==> src/rtl/ct_spsram_1024x92_arb_ctrl.sv <==
// Two-requester round-robin front end for a 1024x92 single-port SRAM macro.
// Registers one SRAM command per cycle, returns reads two cycles after
// acceptance, and zero-fills the array after reset and on clr.
//
// Handshake: a request transfers in the cycle where rN_vld & rN_rdy are both
// high; rN_vld with its payload must hold until that cycle. rN_rdy is
// combinational from the vld inputs, the round-robin pointer, clr and the state.
// Read responses carry no backpressure.
module ct_spsram_1024x92_arb_ctrl #(
    parameter int ADDR_WIDTH = 10,
    parameter int DATA_WIDTH = 92,
    parameter bit INIT_EN    = 1'b1
) (
    input  logic                  CLK,
    input  logic                  RST,
    input  logic                  clr,
    output logic                  init_done,
    output logic                  state_dbg,
    input  logic                  r0_vld,
    output logic                  r0_rdy,
    input  logic                  r0_wr,
    input  logic [ADDR_WIDTH-1:0] r0_addr,
    input  logic [DATA_WIDTH-1:0] r0_wdata,
    input  logic [3:0]            r0_lmask,
    input  logic                  r1_vld,
    output logic                  r1_rdy,
    input  logic                  r1_wr,
    input  logic [ADDR_WIDTH-1:0] r1_addr,
    input  logic [DATA_WIDTH-1:0] r1_wdata,
    input  logic [3:0]            r1_lmask,
    output logic                  rsp0_vld,
    output logic                  rsp1_vld,
    output logic [DATA_WIDTH-1:0] rsp_data,
    output logic                  sram_cen,
    output logic                  sram_gwen,
    output logic [DATA_WIDTH-1:0] sram_wen,
    output logic [ADDR_WIDTH-1:0] sram_a,
    output logic [DATA_WIDTH-1:0] sram_d,
    input  logic [DATA_WIDTH-1:0] sram_q
);

    localparam int LANES  = 4;
    localparam int LANE_W = DATA_WIDTH / LANES;

    typedef enum logic {
        ST_INIT = 1'b0,
        ST_RUN  = 1'b1
    } state_t;

    state_t                  state;
    // One extra bit so the sweep can mark "all DEPTH words written" without
    // wrapping back onto address 0.
    logic [ADDR_WIDTH:0]     sweep_cnt;
    logic                    rr_ptr;     // 0: r0 wins a tie, 1: r1 wins a tie
    logic                    grant0;
    logic                    grant1;
    logic                    accept;
    logic                    sel_wr;
    logic [ADDR_WIDTH-1:0]   sel_addr;
    logic [DATA_WIDTH-1:0]   sel_wdata;
    logic [3:0]              sel_lmask;
    logic [DATA_WIDTH-1:0]   sel_wen;
    logic                    rd_pend0;
    logic                    rd_pend1;

    assign state_dbg = (state == ST_RUN);
    assign r0_rdy    = grant0;
    assign r1_rdy    = grant1;
    assign accept    = grant0 | grant1;
    assign rsp_data  = sram_q;

    // Round-robin grant: a lone requester always wins, a tie goes to rr_ptr.
    always_comb begin
        grant0 = 1'b0;
        grant1 = 1'b0;
        if (state == ST_RUN && !clr && !RST) begin
            if (r0_vld && r1_vld) begin
                grant0 = ~rr_ptr;
                grant1 = rr_ptr;
            end else begin
                grant0 = r0_vld;
                grant1 = r1_vld;
            end
        end
    end

    // Select the granted request's payload and expand its lane mask to bit enables.
    always_comb begin
        sel_wr    = grant1 ? r1_wr    : r0_wr;
        sel_addr  = grant1 ? r1_addr  : r0_addr;
        sel_wdata = grant1 ? r1_wdata : r0_wdata;
        sel_lmask = grant1 ? r1_lmask : r0_lmask;
        sel_wen   = '1;
        for (int k = 0; k < LANES; k++) begin
            sel_wen[k*LANE_W +: LANE_W] = {LANE_W{~sel_lmask[k]}};
        end
    end

    // Main FSM: zero-fill sweep in INIT, registered SRAM command stage in RUN.
    always_ff @(posedge CLK) begin
        if (RST) begin
            state     <= INIT_EN ? ST_INIT : ST_RUN;
            init_done <= !INIT_EN;
            sweep_cnt <= '0;
            rr_ptr    <= 1'b0;
            sram_cen  <= 1'b1;
            sram_gwen <= 1'b1;
            sram_wen  <= '1;
            sram_a    <= '0;
            sram_d    <= '0;
        end else begin
            sram_cen  <= 1'b1;
            sram_gwen <= 1'b1;
            sram_wen  <= '1;
            case (state)
                ST_INIT: begin
                    if (sweep_cnt[ADDR_WIDTH]) begin
                        // Last word (DEPTH-1) was issued last cycle.
                        state     <= ST_RUN;
                        init_done <= 1'b1;
                        sweep_cnt <= '0;
                    end else begin
                        sram_cen  <= 1'b0;
                        sram_gwen <= 1'b0;
                        sram_wen  <= '0;
                        sram_a    <= sweep_cnt[ADDR_WIDTH-1:0];
                        sram_d    <= '0;
                        sweep_cnt <= sweep_cnt + 1'b1;
                    end
                end
                ST_RUN: begin
                    if (clr) begin
                        state     <= ST_INIT;
                        init_done <= 1'b0;
                        sweep_cnt <= '0;
                    end
                    if (accept) begin
                        rr_ptr <= grant0;
                        sram_a <= sel_addr;
                        if (!sel_wr) begin
                            sram_cen <= 1'b0;
                        end else begin
                            sram_d <= sel_wdata;
                            // An all-zero lane mask completes the handshake but touches nothing.
                            if (|sel_lmask) begin
                                sram_cen  <= 1'b0;
                                sram_gwen <= 1'b0;
                                sram_wen  <= sel_wen;
                            end
                        end
                    end
                end
                default: state <= ST_INIT;
            endcase
        end
    end

    // Read return pipeline: command cycle, then data cycle from the macro.
    always_ff @(posedge CLK) begin
        if (RST) begin
            rd_pend0 <= 1'b0;
            rd_pend1 <= 1'b0;
            rsp0_vld <= 1'b0;
            rsp1_vld <= 1'b0;
        end else begin
            rd_pend0 <= grant0 & ~r0_wr;
            rd_pend1 <= grant1 & ~r1_wr;
            rsp0_vld <= rd_pend0;
            rsp1_vld <= rd_pend1;
        end
    end

endmodule
==> config.mk <==
export PLATFORM = sky130hd
export DESIGN_NAME = ct_spsram_1024x92_arb_ctrl
export DESIGN_NICKNAME = d
export VERILOG_FILES = /design/src/rtl/ct_spsram_1024x92_arb_ctrl.sv
export SDC_FILE = /design/constraint.sdc
export NUM_CORES = 1
export LEC_CHECK = 0
export BUFFER_PORTS_ARGS = -buffer_cell sky130_fd_sc_hd__buf_4
export CORE_AREA = 5 5 234 236
export CTS_CLUSTER_SIZE = 30
export DETAILED_ROUTE_END_ITERATION = 8
export DIE_AREA = 0 0 239 241
export PLACE_DENSITY_LB_ADDON = 0.1
export SLEW_MARGIN = 0
export SYNTH_ARGS = -nofsm -noshare
export SYNTH_HDL_FRONTEND = slang
export SYNTH_SLANG_ARGS = --single-unit
==> constraint.sdc <==
create_clock -name CLK -period 1.6 [get_ports CLK]
set_clock_uncertainty 0.05 [all_clocks]
set_input_delay 0.16 -clock CLK [delete_from_list [all_inputs] [get_ports CLK]]
set_output_delay 0.16 -clock CLK [all_outputs]
set_load 0.01 [all_outputs]
==> flow_summary.ini, run 1 <==
[sta]
worst_slew_pin_slew_ps = 786
final.period_utilization_pct = 114
max_slew_margin_pct = 47.6
max_freq_mhz = 546
rsz0062_at_grt = true
min_period_ps = 1830
hold_viol = 1
setup_viol = 113
slew_viol_final = 0
whs_ps = -36.7
fin_ws_ps = -230

[synthesis]
synth_fa_ha_area_share_pct = 0.173
synth.top_cells.by_area = dfxtp_1, buf_4, a311oi_1
synth-edff-count = 0
synth_top_family_by_area = compound AO/OA/AOI/OAI gates
ys_top_cells_by_count = nand2_1, buf_4, dfxtp_1
synthCells = 898
synth_simple_gate_area_share_pct = 15.1
ys_seq_area_share_pct = 34.9
yosysWarnings = 0
synth_compound_area_share_pct = 25.3
mappedNetlistNets = 1210
synthMuxAreaShare_pct = 0.761
avgSynthCellArea_um2 = 8.05
ys_seq_elements = 126
synth_cell_types = 42
yosysTopAreaCell = dfxtp_1
synth_area_mm2 = 0.00723
synth-async-reset-ratio_pct = 0
yosysMostFrequentCell = nand2_1
synthXorXnorAreaFrac_pct = 0.363
synth_top_area_share_pct = 34.9
synth_ff_type = dfxtp_1

[placement]
place_congestion = 0.718
port_buffers = 420
dp_hpwl_um = 27900
place_area_mm2 = 0.0106

[cells_and_area]
design_area_mm2 = 0.0141
fin_util_pct = 27.0
final_net_count = 1716
drive_above_1_share_pct = 43.2
antenna_cells = 0
synthToLayoutAreaGrowth_pct = 94.7

[pwr]
combPwrFrac_pct = 17.3
internal_power_uw = 6400
power_density_mw_per_mm2 = 612
pwr-share-clk_pct = 45.9
switchingPower_uw = 2220
vdd_ir_drop_max_uv = 756
leakagePower_uw = 0.00585
sequentialPowerShare_pct = 36.8
switching_share_pct = 25.7

[clocking]
cts_root_buffer = clkbuf_16
cts_buffers = 17
clock-sinks = 126
path_clk_slew_ps = 60
cts_max_level = 4
cts_buffer_depth = 2
clk-insertion-delay-late_ps = 470
cts_tree = built

[floorplanning]
rows = 84
die_y_um = 241
initial_utilization_pct = 13.8
core_area_mm2 = 0.0522
die_w_um = 239
die_area_mm2 = 0.0576
io_pins = 605

[route]
ant_nets = 0
routed_via_density = 4.09
drtIter0Drc = 207
drc = 0
vias = 8598
wirelength_um = 40500
first_pass_iters = 4
wl_per_cell_um = 19.3

[min_path]
holdCritPathClass = in2reg

[grt]
grt_overflow = 0
gr-usage-met2_pct = 22.7
top_usage_layer = met2
grt_pass1_vias = 9165
grt_pass1_wl_um = 56600
grt.total_usage_pct = 13.1
antenna_found_initial = 2
use_met3_pct = 5.02
grt_max_degree = 54
grt_util_met1_pct = 15.0

[flow_run]
maxCapViolCount = 0

[critical_path]
cp-end-kind = flip-flop
criticalPathCategory = reg2reg
cp.arrival_ps = 2150
slowest_delay_ps = 340
path_cells = nor3b_4 -> buf_6 -> buf_6 -> buf_12 -> buf_6 -> and2_4 -> buf_12 -> clkbuf_16 -> a311oi_1
crit_top_cell = buf_6
worstSetupStartpointType = flip-flop
critPathRequiredTime_ps = 1920
slowest_stage = dfxtp_4
cp_max_fo = 8

[outcome]
run_status = complete, but fails checks
failed_checks = hold timing, setup timing
final cells by class:
type,count,area [um^2]
Fill cell,5586,38200
Timing Repair Buffer,748,6860
Multi-Input combinational cell,507,3250
Sequential cell,126,2530
Tap cell,688,861
Clock buffer,25,505
Clock inverter,6,57.6
Inverter,4,20.0
layout by cell type, fill, tap and decap left out, types with 5 or more instances in the layout:
cell type,n
buf_4,475
a21oi_1,8
nor2_1,22
and2_1,5
a311oi_1,85
dlygate4sd3_1,212
nand2_2,5
buf_16,9
clkbuf_8,5
o21ai_0,11
clkbuf_16,22
nand2_1,196
buf_6,14
buf_12,29
nand3_1,14
dfxtp_1,124
a22oi_1,94
a311oi_2,16
registers in the layout, indices dropped and copies added (netlist names), 4 cells and up:
name       count
sweep_cnt     11
sram_wen       4
sram_a        10
sram_d        92
power groups by stage:
stage               clock [uW]  sequential (uW)  combinational, uW
floorplan                    0             3260                638
global placement             0             3240               1070
detailed placement           0             3240               1060
CTS                       4180             3170               1500
global route              4280             3170               1610
finish                    3960             3170               1490
per-stage QoR:
| step | instances | setup WS, ps | hold slack [ps] | power (uW) | TNS, ps |
|---|---|---|---|---|---|
| 3_3_place_gp | 1831 | -193 | 270 | 4300 | -18630 |
| 3_5_place_dp | 1831 | -210 | 270 | 4300 | -19400 |
| 6_report | 2104 | -230 | -36.7 | 8620 | -19890 |
| 5_1_grt | 2104 | -334 | -88.6 | 9060 | -31250 |
| 4_1_cts | 2090 | -290 | -114 | 8850 | -26380 |
| 2_1_floorplan | 898 | -67.7 | 182 | 3900 | -3730 |
worst paths after layout:
check                           slack [ps]  depth (start not counted)       from          to
worst min-delay path                   -40                          3     r0_vld    rd_pend0
worst min register to register         410                          1   rd_pend0    rsp0_vld
worst max-delay path                  -230                          9  state_dbg  sram_d[45]
worst max register to register        -230                          9  state_dbg  sram_d[45]
kinds of logic (layout without fill, tap and decap cells):
| group | count (synthesis) | after routing |
|---|---|---|
| compound gates | 232 | 232 |
| xor+xnor | 3 | 3 |
| fa+ha+maj | 1 | 1 |
| buf+inv | 266 | 783 |
| flops | 126 | 126 |
| mux | 5 | 5 |
| simple gates | 265 | 266 |
worst max-delay path: cells and delay by family, from the launching register on:
family                 cells  cell delay [ps]
and+or+nand+nor            2              300
AOI/OAI and AO/OA          1              210
DFF                        1              340
buffers and inverters      6              820
layer usage:
layer	up-vias	wire length, um
met4	4	806
met5	-	23
li1	4075	-
met3	54	3100
met1	4143	16400
met2	322	20200
what timing repair did:
action	CTS	global route
gates resized for setup	42	36
buffers inserted	12	8
pin swaps	4	7
setup endpoints to repair	131	132
hold buffers	211	1
cloned	5	6
endpoints found under the hold margin	108	2
(Power assumes the default switching activity.)
==> inputs of run 2 (changes only) <==
--- a/config.mk
+++ b/config.mk
@@ -6,10 +6,10 @@
 export NUM_CORES = 1
 export LEC_CHECK = 0
 export BUFFER_PORTS_ARGS = -buffer_cell sky130_fd_sc_hd__buf_4
-export CORE_AREA = 5 5 234 236
+export CORE_AREA = 2 2 238 240
 export CTS_CLUSTER_SIZE = 30
 export DETAILED_ROUTE_END_ITERATION = 8
-export DIE_AREA = 0 0 239 241
+export DIE_AREA = 0 0 240 242
 export PLACE_DENSITY_LB_ADDON = 0.1
 export SLEW_MARGIN = 0
 export SYNTH_ARGS = -nofsm -noshare
==> run 2 against run 1 <==
The run ends with setup timing left; worst hold slack improved by 71 ps; final area increased by 1.6%; total power increased by 2.5%; critical path type is now reg2out; critical endpoint is now r0_rdy.
==> flow_summary.ini, run 2 (synthesis gave the netlist of run 1 again) <==
[sta]
final.period_utilization_pct = 113
max_slew_margin_pct = 54.2
worst_slew_pin_slew_ps = 687
hold_viol = 0
rsz0062_at_grt = true
slew_viol_final = 0
whs_ps = 34.5
setup_viol = 110
fin_ws_ps = -212
max_freq_mhz = 552
min_period_ps = 1810

[pwr]
power_density_mw_per_mm2 = 617
leakagePower_uw = 0.00589
vdd_ir_drop_max_uv = 834

[placement]
place_area_mm2 = 0.0106
dp_hpwl_um = 27000
port_buffers = 420
place_congestion = 0.701

[floorplanning]
die_y_um = 242
die_w_um = 240
initial_utilization_pct = 13.0
die_area_mm2 = 0.0581
rows = 87
core_area_mm2 = 0.0557
io_pins = 605

[route]
ant_nets = 0
vias = 8539
drtIter0Drc = 292
wl_per_cell_um = 18.3
routed_via_density = 3.94
drc = 0
first_pass_iters = 4
wirelength_um = 39700

[critical_path]
cp_max_fo = 2
slowest_delay_ps = 340
cp.arrival_ps = 1600
path_cells = nor3b_4 -> buf_6 -> buf_16 -> nand3_4 -> inv_4 -> buf_6
criticalPathCategory = reg2out
crit_top_cell = buf_6
critPathRequiredTime_ps = 1390
cp-end-kind = output pin
slowest_stage = dfxtp_4
worstSetupStartpointType = flip-flop

[cells_and_area]
design_area_mm2 = 0.0143
fin_util_pct = 25.7
drive_above_1_share_pct = 44.3
top_register = sram_d
final_net_count = 1708
final_cell_mix = buf_4, dlygate4sd3_1, nand2_1, dfxtp_1, a22oi_1
synthToLayoutAreaGrowth_pct = 97.9
final_common_cell = buf_4
top_regs = sram_d (92), sweep_cnt (11), sram_a (10)
largest_register_ffs = 92
antenna_cells = 0

[min_path]
holdCritPathClass = in2reg

[clocking]
cts_buffers = 17
cts_root_buffer = clkbuf_16
clk-insertion-delay-late_ps = 480
cts_tree = built
cts_max_level = 4
path_clk_slew_ps = 60
clock-sinks = 126
cts_buffer_depth = 2

[grt]
grt_pass1_wl_um = 57300
grt.total_usage_pct = 13.4
grt_pass1_vias = 8757
grt_overflow = 0
grt_max_degree = 66
antenna_found_initial = 0

[flow_run]
maxCapViolCount = 0

[outcome]
failed_checks = setup timing
run_status = complete, but fails checks
## run 2: cell count changes in the layout (fill, tap and decap cells not counted), moves of 3 or more
| cell | delta |
|---|---|
| buf_12 | +5 |
| nand2_2 | +5 |
| buf_4 | -14 |
| bufbuf_16 | +8 |
| buf_16 | -4 |
| buf_6 | +4 |
| clkbuf_16 | -4 |
| a311oi_1 | -12 |
| clkinv_4 | +6 |
| a311oi_2 | +12 |
| nand2_1 | -5 |
| clkbuf_8 | -3 |
## run 2: cell type report
cell class	count	area (um^2)
inverters	4	22.5
well taps	756	946
clock buffers	20	457
multi-input cells	506	3290
repair buffers	741	6920
fillers	6086	41400
clock inverters	12	138
flip-flops and latches	126	2530
## run 2: worst max-delay path: cells and delay by family, from the launching register on
kind	cells	cell delay (ps)
buffers and inverters	4	480
flip-flops	1	340
AND/OR/NAND/NOR	2	300
## run 2: through the flow
stage | setup WS (ps) | setup TNS (ps) | power, uW | std cells
after floorplan | -67.7 | -3730 | 3900 | 898
after global placement | -243 | -10410 | 4340 | 1889
after detailed placement | -247 | -8870 | 4330 | 1889
after CTS | -353 | -24990 | 9070 | 2163
after global routing | -304 | -23220 | 9250 | 2165
final | -212 | -12890 | 8830 | 2165
## run 2: path summary, 6_finish.rpt
kind | start | end | slack, ps | cells after the start
max | state_dbg | r0_rdy | -210 | 6
min reg2reg | rd_pend0 | rsp0_vld | 400 | 1
max reg2reg | state_dbg | sram_d[44] | -180 | 7
min | r0_addr[9] | sram_a[9] | 30 | 3
## run 2: per-layer routing
layer	vias up	global-route usage (%)	share of wire, %
met2	351	22.1	48
met4	0	4.53	2.0
li1	4056	-	-
met5	-	0	0
met1	4093	16.3	43
met3	39	4.30	6.8
## run 2: timing repair
item,in CTS,in global routing
pin swaps,14,19
endpoints found under the setup margin,149,115
cloned,11,1
setup buffers,21,3
hold endpoints to repair,107,0
resized for setup,54,47
hold buffers,211,0
## run 2: where the power goes
group          internal [uW]  switching, uW  total, uW
clock network           2380           1760       4140
logic                    955            567       1520
registers               3150           16.2       3170
